$ cat config.mk
export PLATFORM = sky130hd
export DESIGN_NAME = vip_bit_stream_gen
export DESIGN_NICKNAME = d
export VERILOG_FILES = /design/src/rtl/vip_stream_pkg.sv /design/src/rtl/vip_bit_serializer.sv /design/src/rtl/vip_bit_stream_gen.sv
export SDC_FILE = /design/constraint.sdc
export NUM_CORES = 1
export LEC_CHECK = 0
export BUFFER_PORTS_ARGS = -buffer_cell sky130_fd_sc_hd__buf_2
export CAP_MARGIN = 20
export CORE_ASPECT_RATIO = 0.75
export CORE_UTILIZATION = 50
export CTS_BUF_LIST = sky130_fd_sc_hd__clkbuf_16
export CTS_CLUSTER_DIAMETER = 100
export DETAILED_ROUTE_END_ITERATION = 7
export GPL_TIMING_DRIVEN = 0
export PLACE_DENSITY = 0.69
export SKIP_CTS_REPAIR_TIMING = 1
export SYNTH_ARGS = -nofsm -noshare
export SYNTH_HDL_FRONTEND = slang
export SYNTH_SLANG_ARGS = --single-unit
$ cat constraint.sdc
create_clock -name clk -period 2.5 [get_ports clk]
set_input_delay 0.375 -clock clk [delete_from_list [all_inputs] [get_ports clk]]
set_output_delay 0.375 -clock clk [all_outputs]
set_load 0.05 [all_outputs]
$ cat src/rtl/vip_stream_pkg.sv
// Shared constants for the 1-bit video stream source: FSM encoding,
// counter widths and the packed bitmap word width.
package vip_stream_pkg;

    localparam int CNT_W         = 11;
    localparam int BITMAP_WORD_W = 16;
    localparam int STATE_W       = 3;

    typedef logic [STATE_W-1:0] state_t;

    localparam logic [2:0] ST_IDLE   = 3'd0;
    localparam logic [2:0] ST_VSYNC  = 3'd1;
    localparam logic [2:0] ST_VBACK  = 3'd2;
    localparam logic [2:0] ST_ACTIVE = 3'd3;
    localparam logic [2:0] ST_VFRONT = 3'd4;

endpackage

$ cat src/rtl/vip_bit_serializer.sv
// One-word holding buffer feeding a 16-bit shift register; pixels leave LSB
// first. An empty buffer at a load point yields a zero group and flags underrun.
module vip_bit_serializer
    import vip_stream_pkg::*;
(
    input  logic                     clk,
    input  logic                     rst_n,
    input  logic                     run,
    input  logic                     pix_en,
    input  logic                     load,
    input  logic [BITMAP_WORD_W-1:0] word_data,
    input  logic                     word_valid,
    output logic                     word_ready,
    input  logic                     underrun_clr,
    output logic                     underrun,
    output logic                     pix_bit
);

    logic [BITMAP_WORD_W-1:0] buf_q;
    logic [BITMAP_WORD_W-1:0] sreg_q;
    logic                     buf_full_q;
    logic                     xfer;

    assign word_ready = run && !buf_full_q;
    assign xfer       = word_valid && word_ready;

    // The first bit of a group bypasses the shift register so it lines up
    // with the first pixel cycle of that group.
    assign pix_bit = load ? (buf_full_q & buf_q[0]) : sreg_q[0];

    always_ff @(posedge clk or negedge rst_n) begin
        if (!rst_n) begin
            buf_q      <= '0;
            sreg_q     <= '0;
            buf_full_q <= 1'b0;
            underrun   <= 1'b0;
        end else begin
            if (load) begin
                sreg_q <= buf_full_q ? (buf_q >> 1) : '0;
            end else if (pix_en) begin
                sreg_q <= sreg_q >> 1;
            end

            // A transfer is only possible while empty, so a fill in a load
            // cycle lands after the load has drained the buffer.
            if (xfer) begin
                buf_q      <= word_data;
                buf_full_q <= 1'b1;
            end else if (load) begin
                buf_full_q <= 1'b0;
            end

            if (underrun_clr) begin
                underrun <= 1'b0;
            end else if (load && !buf_full_q) begin
                underrun <= 1'b1;
            end
        end
    end

endmodule

$ cat src/rtl/vip_bit_stream_gen.sv
// Source end of the 1-bit video stream: frame timing FSM plus a serializer
// that turns packed bitmap words into per-pixel bits.
module vip_bit_stream_gen
    import vip_stream_pkg::*;
#(
    parameter int IMG_HDISP = 1024,
    parameter int IMG_VDISP = 768,
    parameter int H_BLANK   = 16,
    parameter int V_SYNC    = 4,
    parameter int V_BACK    = 4,
    parameter int V_FRONT   = 4
) (
    input  logic                     clk,
    input  logic                     rst_n,
    input  logic                     enable,
    input  logic [BITMAP_WORD_W-1:0] word_data,
    input  logic                     word_valid,
    output logic                     word_ready,
    output logic                     post_frame_vsync,
    output logic                     post_frame_href,
    output logic                     post_frame_clken,
    output logic                     post_img_Bit,
    output logic                     frame_done,
    output logic                     underrun,
    input  logic                     underrun_clr
);

    localparam int                LINE_LEN = IMG_HDISP + H_BLANK;
    localparam logic [CNT_W-1:0]  H_LAST   = CNT_W'(LINE_LEN - 1);
    localparam logic [CNT_W-1:0]  H_ACT    = CNT_W'(IMG_HDISP);

    state_t            state_q;
    state_t            state_d;
    state_t            after_frame;
    logic [CNT_W-1:0]  hcnt_q;
    logic [CNT_W-1:0]  vcnt_q;
    logic [CNT_W-1:0]  state_lines;
    logic              running;
    logic              line_end;
    logic              last_line;
    logic              frame_end;
    logic              pix_en;
    logic              load;
    logic              pix_bit;

    always_comb begin
        state_lines = CNT_W'(1);
        case (state_q)
            ST_VSYNC:  state_lines = CNT_W'(V_SYNC);
            ST_VBACK:  state_lines = CNT_W'(V_BACK);
            ST_ACTIVE: state_lines = CNT_W'(IMG_VDISP);
            ST_VFRONT: state_lines = CNT_W'(V_FRONT);
            default:   state_lines = CNT_W'(1);
        endcase
    end

    assign running     = (state_q != ST_IDLE);
    assign line_end    = running && (hcnt_q == H_LAST);
    assign last_line   = (vcnt_q == state_lines - CNT_W'(1));
    assign after_frame = enable ? ST_VSYNC : ST_IDLE;
    assign frame_end   = line_end && last_line &&
                         ((state_q == ST_VFRONT) || ((state_q == ST_ACTIVE) && (V_FRONT == 0)));

    // Zero-length porches are bypassed at the transition into them.
    always_comb begin
        state_d = state_q;
        case (state_q)
            ST_IDLE:   if (enable) state_d = ST_VSYNC;
            ST_VSYNC:  if (line_end && last_line) state_d = (V_BACK > 0) ? ST_VBACK : ST_ACTIVE;
            ST_VBACK:  if (line_end && last_line) state_d = ST_ACTIVE;
            ST_ACTIVE: if (line_end && last_line) state_d = (V_FRONT > 0) ? ST_VFRONT : after_frame;
            ST_VFRONT: if (line_end && last_line) state_d = after_frame;
            default:   state_d = ST_IDLE;
        endcase
    end

    assign pix_en = (state_q == ST_ACTIVE) && (hcnt_q < H_ACT);
    assign load   = pix_en && (hcnt_q[3:0] == 4'd0);

    always_ff @(posedge clk or negedge rst_n) begin
        if (!rst_n) begin
            state_q <= ST_IDLE;
            hcnt_q  <= '0;
            vcnt_q  <= '0;
        end else begin
            state_q <= state_d;
            if (!running) begin
                hcnt_q <= '0;
                vcnt_q <= '0;
            end else if (line_end) begin
                hcnt_q <= '0;
                vcnt_q <= last_line ? '0 : vcnt_q + 1'b1;
            end else begin
                hcnt_q <= hcnt_q + 1'b1;
            end
        end
    end

    vip_bit_serializer u_serializer (
        .clk          (clk),
        .rst_n        (rst_n),
        .run          (running),
        .pix_en       (pix_en),
        .load         (load),
        .word_data    (word_data),
        .word_valid   (word_valid),
        .word_ready   (word_ready),
        .underrun_clr (underrun_clr),
        .underrun     (underrun),
        .pix_bit      (pix_bit)
    );

    // Output register stage: every stream signal lags the FSM by one cycle.
    always_ff @(posedge clk or negedge rst_n) begin
        if (!rst_n) begin
            post_frame_vsync <= 1'b0;
            post_frame_href  <= 1'b0;
            post_frame_clken <= 1'b0;
            post_img_Bit     <= 1'b0;
            frame_done       <= 1'b0;
        end else begin
            post_frame_vsync <= (state_q == ST_VSYNC);
            post_frame_href  <= pix_en;
            post_frame_clken <= pix_en;
            post_img_Bit     <= pix_en & pix_bit;
            frame_done       <= frame_end;
        end
    end

endmodule

---- Word-level counts from Yosys, hierarchy flattened ----
Index checks and enable logic that the tools add are counted.
cells by class
  shift-type cells ........................ 0
  equal/unequal tests ..................... 12
  $mul .................................... 0
  reduce and logical (&&, ||, !) cells .... 17
  $add $sub $neg .......................... 3
  muxes and demuxes ....................... 21
  bitwise operators ....................... 2
  magnitude comparators ................... 1
  div/mod/pow operators ................... 0
operators by type and width
  operator                 number
  $mux W11                 5
  $mux W16                 2
  $add A11 B1 Y11 const B  2
  $pmux W10 S2             1
  $mux W15                 1
  $mux W3                  5
  $pmux W3 S5              1
  $eq A11 B11 Y1           1
  $eq A11 B11 Y1 const B   1
  $lt A11 B11 Y1 const B   1
  $sub A11 B1 Y11 const B  1
  $logic_and A1 B1 Y1      8
  $eq A3 B2 Y1 const B     2
  $mux W1                  6
  $ne A2 B1 Y1 const B     3
  $ne A2 B2 Y1 const B     3
  $reduce_bool A2 Y1       3
  $reduce_and A5 Y1        1
  $logic_not A4 Y1         1
  $eq A3 B1 Y1 const B     1
  $eq A3 B3 Y1 const B     1
  $logic_not A3 Y1         1
  $reduce_bool A3 Y1       1
  $reduce_or A3 Y1         1
  2 further kinds          3
storage, ports and cells
  bits in latches ......................... 0
  logic and storage cells ................. 67
  memories ................................ 0
  bits in registers ....................... 63
  bits in writable memories ............... 0
  bits in read-only memories .............. 0
  output and inout bits ................... 7
  input bits .............................. 21

---- Depth between registers and ports, before layout ----
  depth after elaboration ................. 8
  depth in mapped cells ................... 8
  mapped depth without buffers ............ 7

---- Modules after synthesis ----
From an unflattened synthesis, not the netlist that was laid out.
second synthesis, totals
  cell total of the unflattened synthesis .. 267
  area, all modules ....................... 2,984.1 sq um
modules (own cells, without submodules)
  module              sequential area each (sq um)  cells each  instances  area each (sq um)
  vip_bit_stream_gen  725.7                         169         1          1,554.0
  vip_bit_serializer  825.8                         98          1          1,430.1

---- Worst setup path after synthesis ----
OpenSTA, ideal clock, no wires.
  path kind ............................... register to register
  start point ............................. register state_q[1]
  end point ............................... register u_serializer.buf_q[10]
  stages on the path, launching flop included .. 7
  buffers on the path ..................... 3
  arrival time ............................ 1,685 ps
  clock period less this slack ............ 1,812 ps
  setup time .............................. 128 ps
  slack ................................... 688 ps
  cells stage by stage .................... dfrtp_1 -> buf_2 -> or3_1 -> and3_1 -> buf_2 -> buf_2 -> mux2_1
between the ends
  longest elaborated chain between the ends .. 3
RTL lines
  item                    line                      source
  start, declared         vip_bit_stream_gen.sv:32  state_t state_q;
  start signal, assigned  vip_bit_stream_gen.sv:86  state_q <= state_d;
  $reduce_bool A3 Y1      vip_bit_stream_gen.sv:57  assign running = (state_q != ST_IDLE);
  $logic_and A1 B1 Y1     vip_bit_serializer.sv:24  assign word_ready = run && !buf_full_q;
  $logic_and A1 B1 Y1     vip_bit_serializer.sv:25  assign xfer = word_valid && word_ready;
  end signal, assigned    vip_bit_serializer.sv:47  buf_q <= word_data;
  end, declared           vip_bit_serializer.sv:19  logic [BITMAP_WORD_W-1:0] buf_q;
No other way between the ends.
A chain may end at the register's enable or synchronous reset.

---- Final worst setup path ----
  start point ............................. register hcnt_q[0]
  end point ............................... register vcnt_q[7]
between the ends
  longest elaborated chain between the ends .. 3
RTL lines
  item                    line                      source
  start, declared         vip_bit_stream_gen.sv:35  logic [CNT_W-1:0] hcnt_q;
  start signal, assigned  vip_bit_stream_gen.sv:94  hcnt_q <= hcnt_q + 1'b1;
  $eq A11 B11 Y1          vip_bit_stream_gen.sv:58  assign line_end = running && (hcnt_q == H_LAST);
  $logic_and A1 B1 Y1     vip_bit_stream_gen.sv:58
  $ne A2 B1 Y1 (no line)  -
  end signal, assigned    vip_bit_stream_gen.sv:92  vcnt_q <= last_line ? '0 : vcnt_q + 1'b1;
  end, declared           vip_bit_stream_gen.sv:36  logic [CNT_W-1:0] vcnt_q;
No other way between the ends.

==> run metrics <==
initial antenna violation count 0; pre-CTS WS 366.9 ps; VDD IR max 477.9 uV; hold crit path type primary input to asynchronous set/reset pin; Die Ht 67.90 um; Comb pwr share 0.059; final hold vios 0; ys flop type dfrtp_1; commonest non-fill, non-tap cell in the layout dfrtp_1; DRT Wirelength 5838 um; P_leak 0.001521 uW; final worst path period share 0.8598; Post-Synthesis Cells 296; Yosys cell types 36; clk_lat worst skew 330 ps; Post-Syn Area 2895 um2; NetSw 553.9 uW; iteration-0 DRC count of the detailed router 210; Int Power 1838 uW; path type of the worst setup path flip-flop to flip-flop; vias per cell 5.325; CTS HTree Levels 3; peak fanout along the critical path 7; Achievable Freq 465.2 MHz; first-pass GRT wire length 9942 um; post-synthesis sequential area ratio 0.5359; status complete, no violations; Core Rows 23; Clk pwr share 0.458; switching share of power 0.2315; vias in the first global route 1,991; IO Port Bufs 27; Arrival @ worst endpoint 2400 ps; DP Wirelength 4116 um; CTS buffer count 9; vias 2,210; die area 6102 um2; Worst Setup End Kind flip-flop; register area 1551 um2; largest net degree at the start of global routing 40; antenna-violating nets left 0; Starting Density 0.5295; Pwr Density 701.4 nW/um2; final setup TNS 0 ps; fin. max-slew vios 0; Worst Skew 8.477 ps; Max clock buf depth 2; RR Startpoint hcnt_q[0]; Final nets 359; share of layout cells above drive strength 1 0.1529; register share of total power 0.484; Rel. slew slack 0.6338; CP Launch Type flip-flop; Final setup viols 0; Post-synth EDFFs 0; Top Ports 28; fin util 0.6238; RR Endpoint vcnt_q[7]; antenna fix cells 0; post-synthesis register bit count 62; min Tclk post-route 2149 ps; drt drc 0; synth warn 0; multi-input logic area 1256 um2; area delta synth->final 17.80%; grt ovf 0; most frequent cells in the layout dfrtp_1 (62), nor2_1 (42), nand2_1 (40); drt first pass iters 4; Slew @ Worst Pin 549.3 ps; TritonCTS clock tree built; unrepaired setup endpoints after global routing false; WP data required 2750 ps; Reg2Reg Depth 7; wire per inst 14.07 um; R2R Setup Slk 350 ps; Mapped Avg Cell Area 9.781 um2; Die Wd 89.87 um; CTS sink count 62; total track usage 0.2172; CTS clk-pin slew, worst paths 60 ps; core area 5468 um2; post-route worst setup slack 350.5 ps; Root Buffer clkbuf_16; Max Cap Viol 0; asr flop ratio synth 1.000; Final Wtd Congestion 0.7891; syn nets 320; Filler cells 473
cell families after synthesis:
| group | Yosys count | share of synthesized area |
|---|---|---|
| AO/OA/AOI/OAI | 35 | 0.07304 |
| XOR/XNOR | 15 | 0.04538 |
| adder cells (fa/ha/maj) | 3 | 0.01297 |
| buffers and inverters | 21 | 0.03025 |
| flip-flops | 62 | 0.5359 |
| multiplexers | 19 | 0.07692 |
| AND/OR/NAND/NOR | 141 | 0.2256 |
registers in the layout, summed over array words and instances, names as in the netlist:
register	cells
state_q	3
post_img_Bit	1
u_serializer.underrun	1
u_serializer.sreg_q	15
vcnt_q	11
hcnt_q	11
frame_done	1
post_frame_vsync	1
u_serializer.buf_q	16
u_serializer.buf_full_q	1
post_frame_clken	1
critical path, stage by stage, from the launching register on:
cell and delay, ps:
dfrtp_1 410, ha_1 210, and3_1 150, clkbuf_1 260
nand3_1 170, nor2_1 390, nand2_1 290, o21ai_1 200
power by group through the flow:
stage,Clock [uW],Combinational (uW),Sequential [uW]
after floorplan,0,88.7,1160
after global placement,0,134,1170
after detailed placement,0,144,1170
after CTS,1120,145,1160
after global routing,1160,161,1170
final,1100,140,1160
worst max path at each step:
stage / startpoint / endpoint / slack (ps)
6_report: hcnt_q[0] / vcnt_q[7] / 350
3_3_place_gp: hcnt_q[0] / vcnt_q[2] / 420
5_1_grt: hcnt_q[0] / vcnt_q[0] / 100
3_5_place_dp: hcnt_q[0] / vcnt_q[2] / 370
4_1_cts: u_serializer.buf_full_q / word_ready / 340
2_1_floorplan: state_q[1] / u_serializer.buf_q[10] / 690
synthesized netlist by cell type, drive strengths merged (3+ instances only):
master / instances / area share
nor2: 42 / 0.054
o21ai: 11 / 0.019
xor2: 9 / 0.027
nor3: 3 / 0.0069
dfrtp: 62 / 0.54
nand3b: 3 / 0.0078
buf: 5 / 0.0095
inv: 6 / 0.0078
and3: 7 / 0.015
and2: 4 / 0.0086
xnor2: 6 / 0.018
ha: 3 / 0.013
clkbuf: 10 / 0.013
nand3: 31 / 0.054
nand2: 40 / 0.052
mux2i: 3 / 0.015
nand4: 3 / 0.0065
a31oi: 16 / 0.035
mux2: 16 / 0.062
metal layers:
metal | vias to the layer above | part of all wire | global-route usage
met2 | 51 | 0.42 | 0.2962
met3 | 10 | 0.049 | 0.05778
met4 | 0 | 0.017 | 0.1149
met1 | 1056 | 0.52 | 0.3168
li1 | 1093 | - | -
met5 | - | 0 | 0
per-stage QoR:
stage               area, um2  std cells  power [uW]  hold slack [ps]
finish                   3411        415        2392            29.29
global route             3411        415        2490            80.08
CTS                      3411        415        2419            52.47
detailed placement       3144        399        1317            405.2
global placement         3124        398        1307            474.9
floorplan                2895        296        1245            79.41
layout make-up:
class,count,area share
repair buffers,28,0.04549
flip-flops and latches,62,0.4549
clock buffers,9,0.06603
multi-input cells,213,0.3683
inverters,6,0.006603
clock inverters,7,0.01211
plain buffers,15,0.01908
well taps,75,0.02751
(Power assumes the default switching activity.)
